===== src/rtl/circsim_pkg.sv =====
// Shared types and helpers for the circuit-simulator timestep datapath.
// Element kinds, step FSM encoding and a width-generic saturation test.
package circsim_pkg;

    localparam logic ELEM_L = 1'b0;
    localparam logic ELEM_C = 1'b1;

    typedef enum logic [1:0] {
        ST_IDLE,
        ST_MUL,
        ST_ACC,
        ST_DONE
    } state_t;

    // Returns {above max, below min} for a sign-extended value against a w-bit range.
    function automatic logic [1:0] sat_flags(
        input logic signed [63:0] x,
        input int                 w
    );
        logic signed [63:0] hi;
        logic signed [63:0] lo;
        hi = (64'sd1 <<< (w - 1)) - 64'sd1;
        lo = -(64'sd1 <<< (w - 1));
        return {x > hi, x < lo};
    endfunction

endpackage


===== src/rtl/fxp_mul_sat.sv =====
// Shared registered fixed-point multiplier.
// Product is shifted right by FRAC (toward -inf) and clamped to WIDTH bits.
module fxp_mul_sat
    import circsim_pkg::*;
#(
    parameter int WIDTH = 16,
    parameter int FRAC  = 8
) (
    input  logic                    clk,
    input  logic                    rst,
    input  logic                    i_en,
    input  logic signed [WIDTH-1:0] i_a,
    input  logic signed [WIDTH-1:0] i_b,
    output logic signed [WIDTH-1:0] o_p
);

    localparam logic signed [WIDTH-1:0] MAXV = {1'b0, {(WIDTH-1){1'b1}}};
    localparam logic signed [WIDTH-1:0] MINV = {1'b1, {(WIDTH-1){1'b0}}};

    logic signed [2*WIDTH-1:0] w_prod;
    logic signed [2*WIDTH-1:0] w_shift;
    logic signed [63:0]        w_wide;
    logic        [1:0]         w_flags;
    logic signed [WIDTH-1:0]   r_p;

    assign w_prod  = i_a * i_b;
    assign w_shift = w_prod >>> FRAC;
    assign w_wide  = {{(64-2*WIDTH){w_shift[2*WIDTH-1]}}, w_shift};
    assign w_flags = sat_flags(w_wide, WIDTH);

    always_ff @(posedge clk) begin
        if (rst) begin
            r_p <= '0;
        end else if (i_en) begin
            r_p <= w_flags[1] ? MAXV :
                   w_flags[0] ? MINV : w_shift[WIDTH-1:0];
        end
    end

    assign o_p = r_p;

endmodule


===== src/rtl/companion_step_engine.sv =====
// Per-timestep companion-model history update for L/C channels,
// sequenced over one shared multiplier, plus the square-wave source.
module companion_step_engine
    import circsim_pkg::*;
#(
    parameter int WIDTH       = 16,
    parameter int FRAC        = 8,
    parameter int N_ELEM      = 2,
    parameter int HALF_PERIOD = 8
) (
    input  logic                      clk,
    input  logic                      rst,
    input  logic                      start,
    input  logic [N_ELEM-1:0]         elem_type,
    input  logic [N_ELEM*WIDTH-1:0]   k_coef,
    input  logic [N_ELEM*WIDTH-1:0]   v_diff,
    input  logic [WIDTH-1:0]          e_amp,
    output logic [N_ELEM*WIDTH-1:0]   hist,
    output logic [WIDTH-1:0]          e_out,
    output logic                      busy,
    output logic                      done
);

    localparam int CHW = (N_ELEM > 1) ? $clog2(N_ELEM) : 1;
    localparam int CNW = (HALF_PERIOD > 1) ? $clog2(HALF_PERIOD) : 1;
    localparam logic [CHW-1:0] LAST_CH  = CHW'(N_ELEM - 1);
    localparam logic [CNW-1:0] LAST_CNT = CNW'(HALF_PERIOD - 1);
    localparam logic [WIDTH-1:0] MAXV = {1'b0, {(WIDTH-1){1'b1}}};
    localparam logic [WIDTH-1:0] MINV = {1'b1, {(WIDTH-1){1'b0}}};

    state_t                    r_state;
    logic [CHW-1:0]            r_ch;
    logic [N_ELEM-1:0]         r_type;
    logic [N_ELEM*WIDTH-1:0]   r_k;
    logic [N_ELEM*WIDTH-1:0]   r_v;
    logic [N_ELEM*WIDTH-1:0]   r_hist;
    logic [CNW-1:0]            r_cnt;
    logic                      r_phase;
    logic [WIDTH-1:0]          r_e;
    logic                      r_busy;
    logic                      r_done;

    logic signed [WIDTH-1:0]   w_k;
    logic signed [WIDTH-1:0]   w_v;
    logic signed [WIDTH-1:0]   w_p;
    logic signed [WIDTH-1:0]   w_old;
    logic signed [WIDTH:0]     w_old_x;
    logic signed [WIDTH:0]     w_p_x;
    logic signed [WIDTH:0]     w_term;
    logic signed [WIDTH:0]     w_sum;
    logic signed [63:0]        w_wide;
    logic        [1:0]         w_flags;
    logic        [WIDTH-1:0]   w_new;
    logic                      w_mul_en;
    logic                      w_wrap;
    logic                      w_phase_nx;

    assign w_k      = r_k[r_ch*WIDTH +: WIDTH];
    assign w_v      = r_v[r_ch*WIDTH +: WIDTH];
    assign w_mul_en = (r_state == ST_MUL);

    fxp_mul_sat #(
        .WIDTH (WIDTH),
        .FRAC  (FRAC)
    ) u_mul (
        .clk  (clk),
        .rst  (rst),
        .i_en (w_mul_en),
        .i_a  (w_k),
        .i_b  (w_v),
        .o_p  (w_p)
    );

    // Capacitor history flips sign each step; -MIN fits at WIDTH+1 bits.
    assign w_old   = r_hist[r_ch*WIDTH +: WIDTH];
    assign w_old_x = {w_old[WIDTH-1], w_old};
    assign w_p_x   = {w_p[WIDTH-1], w_p};
    assign w_term  = (r_type[r_ch] == ELEM_C) ? -w_old_x : w_old_x;
    assign w_sum   = w_term + w_p_x;
    assign w_wide  = {{(63-WIDTH){w_sum[WIDTH]}}, w_sum};
    assign w_flags = sat_flags(w_wide, WIDTH);
    assign w_new   = w_flags[1] ? MAXV :
                     w_flags[0] ? MINV : w_sum[WIDTH-1:0];

    assign w_wrap     = (r_cnt == LAST_CNT);
    assign w_phase_nx = w_wrap ? ~r_phase : r_phase;

    always_ff @(posedge clk) begin
        if (rst) begin
            r_state <= ST_IDLE;
            r_ch    <= '0;
            r_type  <= '0;
            r_k     <= '0;
            r_v     <= '0;
            r_hist  <= '0;
            r_cnt   <= '0;
            r_phase <= 1'b0;
            r_e     <= '0;
            r_busy  <= 1'b0;
            r_done  <= 1'b0;
        end else begin
            r_done <= 1'b0;
            unique case (r_state)
                ST_IDLE: begin
                    if (start) begin
                        r_type  <= elem_type;
                        r_k     <= k_coef;
                        r_v     <= v_diff;
                        r_ch    <= '0;
                        r_busy  <= 1'b1;
                        r_state <= ST_MUL;
                    end
                end
                ST_MUL: begin
                    r_state <= ST_ACC;
                end
                ST_ACC: begin
                    r_hist[r_ch*WIDTH +: WIDTH] <= w_new;
                    if (r_ch == LAST_CH) begin
                        r_done  <= 1'b1;
                        r_state <= ST_DONE;
                    end else begin
                        r_ch    <= r_ch + CHW'(1);
                        r_state <= ST_MUL;
                    end
                end
                ST_DONE: begin
                    r_cnt   <= w_wrap ? '0 : r_cnt + CNW'(1);
                    r_phase <= w_phase_nx;
                    r_e     <= w_phase_nx ? e_amp : '0;
                    r_busy  <= 1'b0;
                    r_state <= ST_IDLE;
                end
                default: begin
                    r_state <= ST_IDLE;
                end
            endcase
        end
    end

    assign hist  = r_hist;
    assign e_out = r_e;
    assign busy  = r_busy;
    assign done  = r_done;

endmodule


===== config.mk =====
export PLATFORM = sky130hd
export DESIGN_NAME = companion_step_engine
export DESIGN_NICKNAME = d
export VERILOG_FILES = /design/src/rtl/circsim_pkg.sv /design/src/rtl/fxp_mul_sat.sv /design/src/rtl/companion_step_engine.sv
export SDC_FILE = /design/constraint.sdc
export NUM_CORES = 1
export LEC_CHECK = 0
export ABC_AREA = 1
export BUFFER_PORTS_ARGS = -buffer_cell sky130_fd_sc_hd__buf_2
export CAP_MARGIN = 0
export CORE_MARGIN = 5
export CORE_UTILIZATION = 35
export CTS_CLUSTER_SIZE = 28
export DETAILED_ROUTE_END_ITERATION = 6
export PLACE_DENSITY_LB_ADDON = 0.15
export SYNTH_ARGS = -nofsm -noshare
export SYNTH_HDL_FRONTEND = slang
export SYNTH_SLANG_ARGS = --single-unit

===== constraint.sdc =====
create_clock -name clk -period 8.35 [get_ports clk]
set_input_delay 0.835 -clock clk [delete_from_list [all_inputs] [get_ports clk]]
set_output_delay 0.835 -clock clk [all_outputs]
set_load 0.03 [all_outputs]

### After elaboration in Yosys (flattened, before gate mapping)

Cells that the tools add are included.

| storage, ports and cells | value |
|---|---|
| output and inout bits | 50 |
| latch bits | 0 |
| memories | 0 |
| register bits after elaboration | 139 |
| bits in read-only memories | 0 |
| memory bits (writable) | 0 |

| operators by class | value |
|---|---|
| divide/modulo/power cells | 0 |
| bitwise operators | 2 |
| equality and inequality tests | 5 |
| order comparisons | 5 |
| shift operators | 5 |
| $mul | 1 |
| add/subtract/negate cells | 5 |
| mux-type cells | 20 |
| reduce and logical (&&, ||, !) cells | 7 |

Operators with widths:

| kind | number |
|---|---|
| $shiftx 32x6->16 | 3 |
| $mux 16 | 5 |
| $neg 5->34 | 1 |
| $shift 16x34->32 const A | 1 |
| $shiftx 16x34->32 | 1 |
| $bwmux 32 | 1 |
| $mul 16x16->32 | 1 |
| $gt 24x16->1 const B | 1 |
| $lt 24x16->1 const B | 1 |
| $add 17x16->17 | 1 |
| $gt 17x16->1 const B | 1 |
| $lt 17x16->1 const B | 1 |
| $mux 17 | 1 |
| $neg 16->17 | 1 |
| $pmux 2 s4 | 1 |
| $mux 1 | 7 |
| $reduce_and 2->1 | 3 |
| $eq 2x2->1 const B | 2 |
| $mux 2 | 2 |
| $pmux 1 s2 | 2 |
| $reduce_bool 2->1 | 2 |
| $add 3x1->3 const B | 1 |
| $eq 3x3->1 const B | 1 |
| $mux 3 | 1 |
| 7 further kinds | 8 |

### Depth between registers and ports, before layout

Gate-level depths: netlist (run 1).

| logic depth | value |
|---|---|
| depth after elaboration | 9 |
| depth in mapped cells | 38 |
| mapped depth without buffers | 34 |

### Modules after synthesis

A second synthesis (run 1) with hierarchy kept.

| unflattened totals | value |
|---|---|
| cells, all modules | 2551 |
| area, all modules | 18142.4 um2 |

Modules (own cells, without submodules):

| module | cells an instance | instances | sequential area each (um2) | area an instance (um2) |
|---|---|---|---|---|
| fxp_mul_sat | 1574 | 1 | 320.3 | 11648.7 |
| companion_step_engine | 977 | 1 | 2462.4 | 6493.7 |

### Least setup slack after synthesis (run 1)

No wires, ideal clock.

| timing path | value |
|---|---|
| path kind | flip-flop to flip-flop |
| from | register r_ch |
| to | register u_mul.r_p[10], in the netlist u_mul.o_p[10] |
| path slack | 0.893 ns |
| arrival | 7.336 ns |
| cell stages (with the launch flop) | 32 |
| library setup time | 0.122 ns |
| path through | dfxtp_1 -> buf_6 -> buf_4 -> clkbuf_1 -> o21ai_0 -> inv_1 -> clkbuf_1 -> nand2_1 -> fa_1 -> inv_1 -> fa_1 -> inv_1 -> fa_1 -> inv_1 -> fa_1 -> inv_1 -> fa_1 -> fa_1 -> inv_1 -> ha_1 -> inv_1 -> nor3_1 -> nand2_1 -> a21oi_1 -> nor2_1 -> nand3_1 -> nand3_1 -> nor2_1 -> nand4_1 -> a21oi_4 -> buf_6 -> a21oi_2 |

| between the ends | value |
|---|---|
| cells in the longest elaborated chain, start to end | 5 |

RTL lines:

| element | line | text |
|---|---|---|
| from (decl) | companion_step_engine.sv:32 | `logic [CHW-1:0] r_ch;` |
| from (signal assigned) | companion_step_engine.sv:123 | `r_ch <= r_ch + CHW'(1);` |
| $shiftx 32x6->16 (on tied branches) | companion_step_engine.sv:58, companion_step_engine.sv:59 |  |
| $mul 16x16->32 (*) | fxp_mul_sat.sv:26 | `assign w_prod = i_a * i_b;` |
| $lt 24x16->1 | circsim_pkg.sv:24 | `return {x > hi, x < lo};` |
| $mux 16 | fxp_mul_sat.sv:36 | `w_flags[0] ? MINV : w_shift[WIDTH-1:0];` |
| $mux 16 (*) | fxp_mul_sat.sv:35 | `r_p <= w_flags[1] ? MAXV :` |
| to (signal assigned) | fxp_mul_sat.sv:35 |  |
| to (decl) | fxp_mul_sat.sv:24 | `logic signed [WIDTH-1:0] r_p;` |

Mark *: on every way between the ends. The rest lies on a longest branch, timed or not.
A chain may end at the register's enable or synchronous reset.

### Final worst setup path (run 1)

| timing path | value |
|---|---|
| from | register r_ch |
| to | register u_mul.r_p[0], in the netlist u_mul.o_p[0] |

The elaborated chain is that of the path after synthesis.

==> results.tsv, run 1 <==
stage	metric	value	unit
floorplanning	Die Width	230.7	um
grt	largest net degree at the start of global routing	100	
timing	minimum hold slack	452.7	ps
logic_synthesis	simple-gate share of the synthesized area	20.59	%
timing	Worst-Margin Slew	1216	ps
timing	RSZ-0062 raised after global routing	false	
route	DRC	0	
grt	total grt overflow	0	
timing	f_max	131.1	MHz
logic_synthesis	Netlist cell types	43	
route	vias per cell	4.789	
finish	final cell utilization of the core	39.93	%
logic_synthesis	Syn Std Cell Area	17060	um2
worst_setup_path	crit path max fanout	33	
route	DRT antenna net count	0	
floorplanning	Rows	80	
power_and_ir_drop	Switch Pwr	3.069	mW
logic_synthesis	Ys Warns	0	
power_and_ir_drop	sequential fraction of design power	13.4	%
finish	area occupied by multi-input gates	12120	um2
logic_synthesis	#FFs+latches synth	139	
power_and_ir_drop	Clock power frac	13.9	%
finish	Final nets	2833	
place	Buffers on Ports	134	
worst_setup_path	CP Class	reg2reg	
finish	Area growth, synth to finish	12.24	%
timing	Max-Slew Margin vs Limit	18.70	%
cts	Resize count post-CTS	0	
power_and_ir_drop	combinational share of power	72.7	%
logic_synthesis	Compound-Gate Fraction of Synth Area	9.765	%
worst_setup_path	CP startpoint kind	flip-flop	
floorplanning	die area	53240	um2
worst_setup_path	Worst path slowest cell	fa_1	
cts	Worst-path clk slew	60	ps
cts	clock buffer depth	2	
route	drt wl/cell	17.15	um
cts	clock buffer count from CTS	17	
power_and_ir_drop	P_int	2.608	mW
logic_synthesis	Synth Area in XOR/XNOR	2.670	%
logic_synthesis	adder-cell area share of the yosys netlist	37.94	%
worst_setup_path	WP data required	8660	ps
floorplanning	Core ar.	47950	um2
place	RD Place Congestion	0.8824	
place	Post-DP HPWL	42840	um
cts	CTS tree	built	
place	Placement Cell Area	18510	um2
floorplanning	Ports	135	
logic_synthesis	Syn Area/Cell	7.537	um2
route	initial drt markers	870	
cts	H-tree levels	4	
logic_synthesis	syn nets	2708	
cts	total clock sinks	139	
timing	endpoints failing setup	0	
timing	Setup TNS	0	ps
cts	worst-skew pair later-pin latency	430	ps
grt	initial antenna violation count	0	
grt	vias in the first global route	15170	
floorplanning	initial core utilization	35.57	%
power_and_ir_drop	peak supply drop	0.1976	mV
run	max cap viols	0	
worst_setup_path	CP arrival	7940	ps
worst_setup_path	Largest stage delay, worst path	850	ps
logic_synthesis	largest family of logic cells by synthesized area	adder cells	
finish	# fillers	5111	
route	number of detailed-route iterations in the first pass	5	
route	drt total wl	51740	um
timing	Slew Limit Fails	0	
worst_hold_path	worst hold path type	reg2reg	
worst_setup_path	most used cell, CP	inv_1	
logic_synthesis	mux cell area share after synthesis	0.05869	%
timing	final worst-path cycle share	91.38	%
cts	root buffer cell	clkbuf_16	
finish	share of cells above drive strength 1	12.08	%
grt	GR Util All Layers	19.55	%
floorplanning	Die Y	230.7	um
outcome	status	complete, no violations	
power_and_ir_drop	sw frac	54.06	%
logic_synthesis	register area share after synthesis	16.32	%
finish	Reg area	2784	um2
route	Vias	14450	
finish	most frequent cells in the layout	inv_1 (478), nand2_1 (386), nor2_1 (320)	
power_and_ir_drop	P per Cell Area	296.5	nW/um2
worst_setup_path	crit path capture type	flip-flop	
timing	Final Hold Viols	0	
finish	fin area	19140	um2
timing	clk_skew	9.976	ps
logic_synthesis	Cells after Synth	2263	
timing	min Tclk post-route	7630	ps
power_and_ir_drop	Leak	9.886	nW
grt	first-pass GRT wire length	82520	um
finish	leading cell type in the layout, fill and taps excluded	inv_1	
==> cells in the mapped netlist <==
master / number / share of area [%]
inv_1: 478 / 11
nand2_1: 386 / 8.5
nor2_1: 321 / 7.1
fa_1: 262 / 31
dfxtp_1: 139 / 16
o21ai_0: 119 / 3.5
ha_1: 98 / 7.2
a21oi_1: 97 / 2.8
nand3_1: 65 / 1.9
clkbuf_1: 61 / 1.3
xor2_1: 36 / 1.8
or2_2: 31 / 1.1
o21ai_1: 25 / 0.73
nand2_2: 20 / 0.73
o21a_1: 17 / 0.75
xnor2_1: 16 / 0.82
a21oi_2: 10 / 0.51
clkinv_1: 10 / 0.22
nor3_1: 9 / 0.26
a21o_1: 8 / 0.35
buf_6: 6 / 0.40
o21ai_2: 6 / 0.31
a31oi_1: 5 / 0.18
o21bai_1: 5 / 0.22
buf_2: 3 / 0.088
nand3b_1: 3 / 0.13
nor3_2: 3 / 0.18
nor4_1: 3 / 0.11
inv_2: 2 / 0.044
nand2_4: 2 / 0.13
nand3_2: 2 / 0.12
nand4_1: 2 / 0.073
nor2_4: 2 / 0.13
o31ai_1: 2 / 0.088
a21oi_4: 1 / 0.095
a221o_1: 1 / 0.059
and3_1: 1 / 0.037
buf_4: 1 / 0.044
mux2i_1: 1 / 0.059
nand2b_1: 1 / 0.037
nor3b_1: 1 / 0.044
o2111ai_1: 1 / 0.051
o31ai_2: 1 / 0.073
==> worst max-delay path, delay by kind of cell, from the launching register on <==
family,cells,cell delay (ps)
buffers and inverters,10,1020
adder cells (fa/ha/maj),7,4000
flip-flops,1,400
AO/OA/AOI/OAI,7,1120
AND/OR/NAND/NOR,7,940
==> worst paths after layout <==
check / start / slack (ps) / to / cells past startpoint
max reg2reg: r_ch / 720 / u_mul.o_p[0] / 31
min: r_type[0] / 450 / r_type[0] / 2
max: r_ch / 720 / u_mul.o_p[0] / 31
min reg2reg: r_type[0] / 450 / r_type[0] / 2
==> flip-flops by register name, indices dropped and copies added (netlist names) <==
name and flops:
r_k 32, e_out 16, r_state 2, hist 32, r_type 2, done 1, r_ch 1, r_v 32
busy 1, r_cnt 3, r_phase 1, u_mul.o_p 16
==> layout make-up <==
type | instances | area share, %
Inverter | 490 | 9.608
Clock buffer | 20 | 2.333
Tap cell | 615 | 4.020
Timing Repair Buffer | 177 | 5.320
Multi-Input combinational cell | 1563 | 63.32
Sequential cell | 139 | 14.54
Clock inverter | 12 | 0.8431
Antenna cell | 1 | 0.01307
==> metrics by stage <==
stage / worst slack (ps) / instances / total power, mW
2_1_floorplan: 892.8 / 2263 / 3.785
3_3_place_gp: 591.5 / 2983 / 4.905
3_5_place_dp: 543.3 / 2983 / 4.916
4_1_cts: 519.7 / 3015 / 5.741
5_1_grt: 80.48 / 3016 / 6.388
6_report: 720.1 / 3017 / 5.677
==> power groups by stage <==
| stage | Sequential [mW] | Clock (mW) | Combinational, mW |
|---|---|---|---|
| 3_5_place_dp | 0.779 | 0 | 4.14 |
| 3_3_place_gp | 0.780 | 0 | 4.13 |
| 2_1_floorplan | 0.772 | 0 | 3.01 |
| 6_report | 0.763 | 0.788 | 4.13 |
| 5_1_grt | 0.771 | 0.839 | 4.78 |
| 4_1_cts | 0.765 | 0.812 | 4.16 |
==> timing repair <==
item                       CTS  global route
setup endpoints to repair    0            15
buffers inserted             0             1
hold buffers                 0             0
==> per-layer routing <==
| layer | GRT usage (%) | up-vias | wire [um] |
|---|---|---|---|
| li1 | - | 7042 | - |
| met1 | 26.08 | 7071 | 23110 |
| met2 | 33.43 | 286 | 25410 |
| met3 | 2.998 | 48 | 2126 |
| met4 | 5.015 | 0 | 1095 |
| met5 | 0 | - | 0 |
==> cells by family (layout without fill, tap and decap cells) <==
| logic type | count (synthesis) | count (layout) |
|---|---|---|
| simple gates | 852 | 852 |
| buf+inv | 561 | 699 |
| fa+ha+maj | 360 | 360 |
| compound gates | 298 | 298 |
| flops | 139 | 139 |
| xor+xnor | 52 | 52 |
| mux | 1 | 1 |
| other cells | 0 | 1 |
Power figures use the tool's default switching activity.
==> run 2: changes to the inputs <==
==> constraint.sdc (replaced) <==
create_clock -name clk -period 7.23 [get_ports clk]
set_input_delay 0.723 -clock clk [delete_from_list [all_inputs] [get_ports clk]]
set_output_delay 0.723 -clock clk [all_outputs]
set_load 0.03 [all_outputs]
==> results.tsv, run 2 (synthesis gave the netlist of run 1 again) <==
stage	metric	value	unit	change
outcome	status	complete, no violations		unchanged
power_and_ir_drop	peak supply drop	0.2680	mV	was 0.1976 mV
timing	clk_skew	15.94	ps	was 9.976 ps
route	drt total wl	52280	um	was 51740 um
timing	Slew Limit Fails	0		unchanged
finish	most frequent cells in the layout	inv_1 (466), nand2_1 (376), nor2_1 (303)		was inv_1 (478), nand2_1 (386), nor2_1 (320)
cts	clock buffer depth	2		unchanged
power_and_ir_drop	Leak	10.27	nW	was 9.886 nW
timing	min Tclk post-route	6967	ps	was 7630 ps
timing	endpoints failing setup	0		unchanged
cts	hold_buf cts	0		unchanged
floorplanning	Die Width	230.7	um	unchanged
floorplanning	Core ar.	47950	um2	unchanged
floorplanning	initial core utilization	35.57	%	unchanged
grt	total grt overflow	0		unchanged
grt	GR Util All Layers	19.20	%	was 19.55%
timing	Worst-Margin Slew	1185	ps	was 1216 ps
cts	total clock sinks	139		unchanged
worst_setup_path	CP arrival	7280	ps	was 7940 ps
place	RD Place Congestion	0.9056		was 0.8824
finish	Reg area	2786	um2	was 2784 um2
grt	busiest layer in global routing	met2		unchanged
place	placed insts	3010		was 2983
route	Vias	14830		was 14450
run	max cap viols	0		unchanged
grt	routing usage on met3	3.207	%	was 2.998%
cts	clock buffer count from CTS	17		unchanged
grt	initial antenna violation count	1		was 0
finish	Antenna Cells	0		was 1
finish	Final nets	2903		was 2833
worst_setup_path	CP startpoint kind	flip-flop		unchanged
route	drt wl/cell	16.94	um	was 17.15 um
worst_hold_path	worst hold path type	reg2reg		unchanged
finish	Area growth, synth to finish	18.38	%	was 12.24%
finish	area occupied by multi-input gates	12470	um2	was 12120 um2
worst_setup_path	CP Class	reg2reg		unchanged
cts	Worst-path clk slew	60	ps	about the same
cts	H-tree levels	4		unchanged
cts	CTS tree	built		unchanged
timing	Final Hold Viols	0		unchanged
worst_setup_path	crit path max fanout	9		was 33
worst_setup_path	Worst path slowest cell	fa_1		unchanged
finish	# fillers	4981		was 5111
worst_setup_path	crit path capture type	flip-flop		unchanged
finish	leading cell type in the layout, fill and taps excluded	inv_1		unchanged
grt	largest net degree at the start of global routing	100		unchanged
timing	Max-Slew Margin vs Limit	20.73	%	was 18.70%
finish	final non-filler cell total	3086		was 3017
cts	worst-skew pair later-pin latency	430	ps	about the same
worst_setup_path	WP data required	7540	ps	was 8660 ps
route	DRT antenna net count	0		unchanged
timing	f_max	143.5	MHz	was 131.1 MHz
timing	final worst-path cycle share	96.36	%	was 91.38%
floorplanning	Die Y	230.7	um	unchanged
grt	first-pass GRT wire length	81470	um	was 82520 um
floorplanning	die area	53240	um2	unchanged
floorplanning	Ports	135		unchanged
worst_setup_path	Largest stage delay, worst path	550	ps	was 850 ps
timing	Setup TNS	0	ps	unchanged
route	number of detailed-route iterations in the first pass	5		unchanged
route	initial drt markers	910		was 870
worst_setup_path	most used cell, CP	nand2_1		was inv_1
grt	global-route met1 utilization	25.42	%	was 26.08%
place	Post-DP HPWL	42640	um	was 42840 um
route	DRC	0		unchanged
grt	met2 GRT Util	32.26	%	was 33.43%
cts	root buffer cell	clkbuf_16		unchanged
floorplanning	Rows	80		unchanged
route	vias per cell	4.804		was 4.789
place	Buffers on Ports	134		unchanged
grt	vias in the first global route	15130		was 15170
finish	share of cells above drive strength 1	18.41	%	was 12.08%
power_and_ir_drop	P per Cell Area	358.8	nW/um2	was 296.5 nW/um2
[run 2: cell count changes in the layout (fill, tap and decap cells not counted), sizes merged]
cell,before,now
diode,1,0
clkbuf,20,21
clkinv,11,5
clkinvlp,3,11
nand2,408,409
inv,485,484
bufinv,3,5
buf,177,242
[run 2: where the power goes]
group | leakage (nW) | internal [mW] | switching (mW)
Clock | 0.309 | 0.590 | 0.364
Sequential | 1.14 | 0.835 | 0.0493
Combinational | 8.82 | 2.00 | 3.40
[run 2: final cells by class]
cell class                 count  share of cell area, %
multi-input combinational   1564                  61.74
sequential                   139                  13.80
inverter                     490                  9.327
timing repair buffer         244                  8.125
tap                          615                  3.811
clock buffer                  19                  2.194
clock inverter                13                 0.9234
timing repair inverter         2                0.07437
[run 2: stage by stage]
stage	util (%)	power, mW	hold slack [ps]	setup WS (ps)	instance area [um2]
4_1_cts	40.44	6.818	461.7	3.849	19390
2_1_floorplan	-	4.373	424.8	66.07	17060
3_3_place_gp	39.10	5.794	442.7	-24.42	18750
5_1_grt	42.11	8.019	484.3	-32.52	20190
6_report	42.11	7.243	456.7	263.5	20190
3_5_place_dp	39.10	5.813	446.1	-30.20	18750
[run 2: worst paths after layout]
kind / from / endpoint / slack [ps] / cells after the start
setup / recovery: r_ch / u_mul.o_p[13] / 260 / 32
hold / removal: r_type[0] / r_type[0] / 460 / 2
setup reg to reg: r_ch / u_mul.o_p[13] / 260 / 32
hold reg to reg: r_type[0] / r_type[0] / 460 / 2
[run 2: critical path, delay by kind of cell, from the launching register on]
| kind | cells | cell delay [ps] |
|---|---|---|
| fa+ha+maj | 7 | 3350 |
| compound gates | 3 | 400 |
| buf+inv | 9 | 1050 |
| simple gates | 13 | 1630 |
| flops | 1 | 370 |
[run 2: what timing repair did]
item                       in CTS  in global routing
resized for setup               5                130
pin swaps                       0                 24
setup buffers                   0                 38
setup endpoints to repair      15                 16
gates cloned                    0                  6
[run 2: layer usage]
layer | share of wire (%) | vias to the layer above
met5 | 0 | -
met4 | 3.3 | 0
met3 | 4.2 | 88
met2 | 49 | 299
met1 | 44 | 7250
li1 | - | 7189
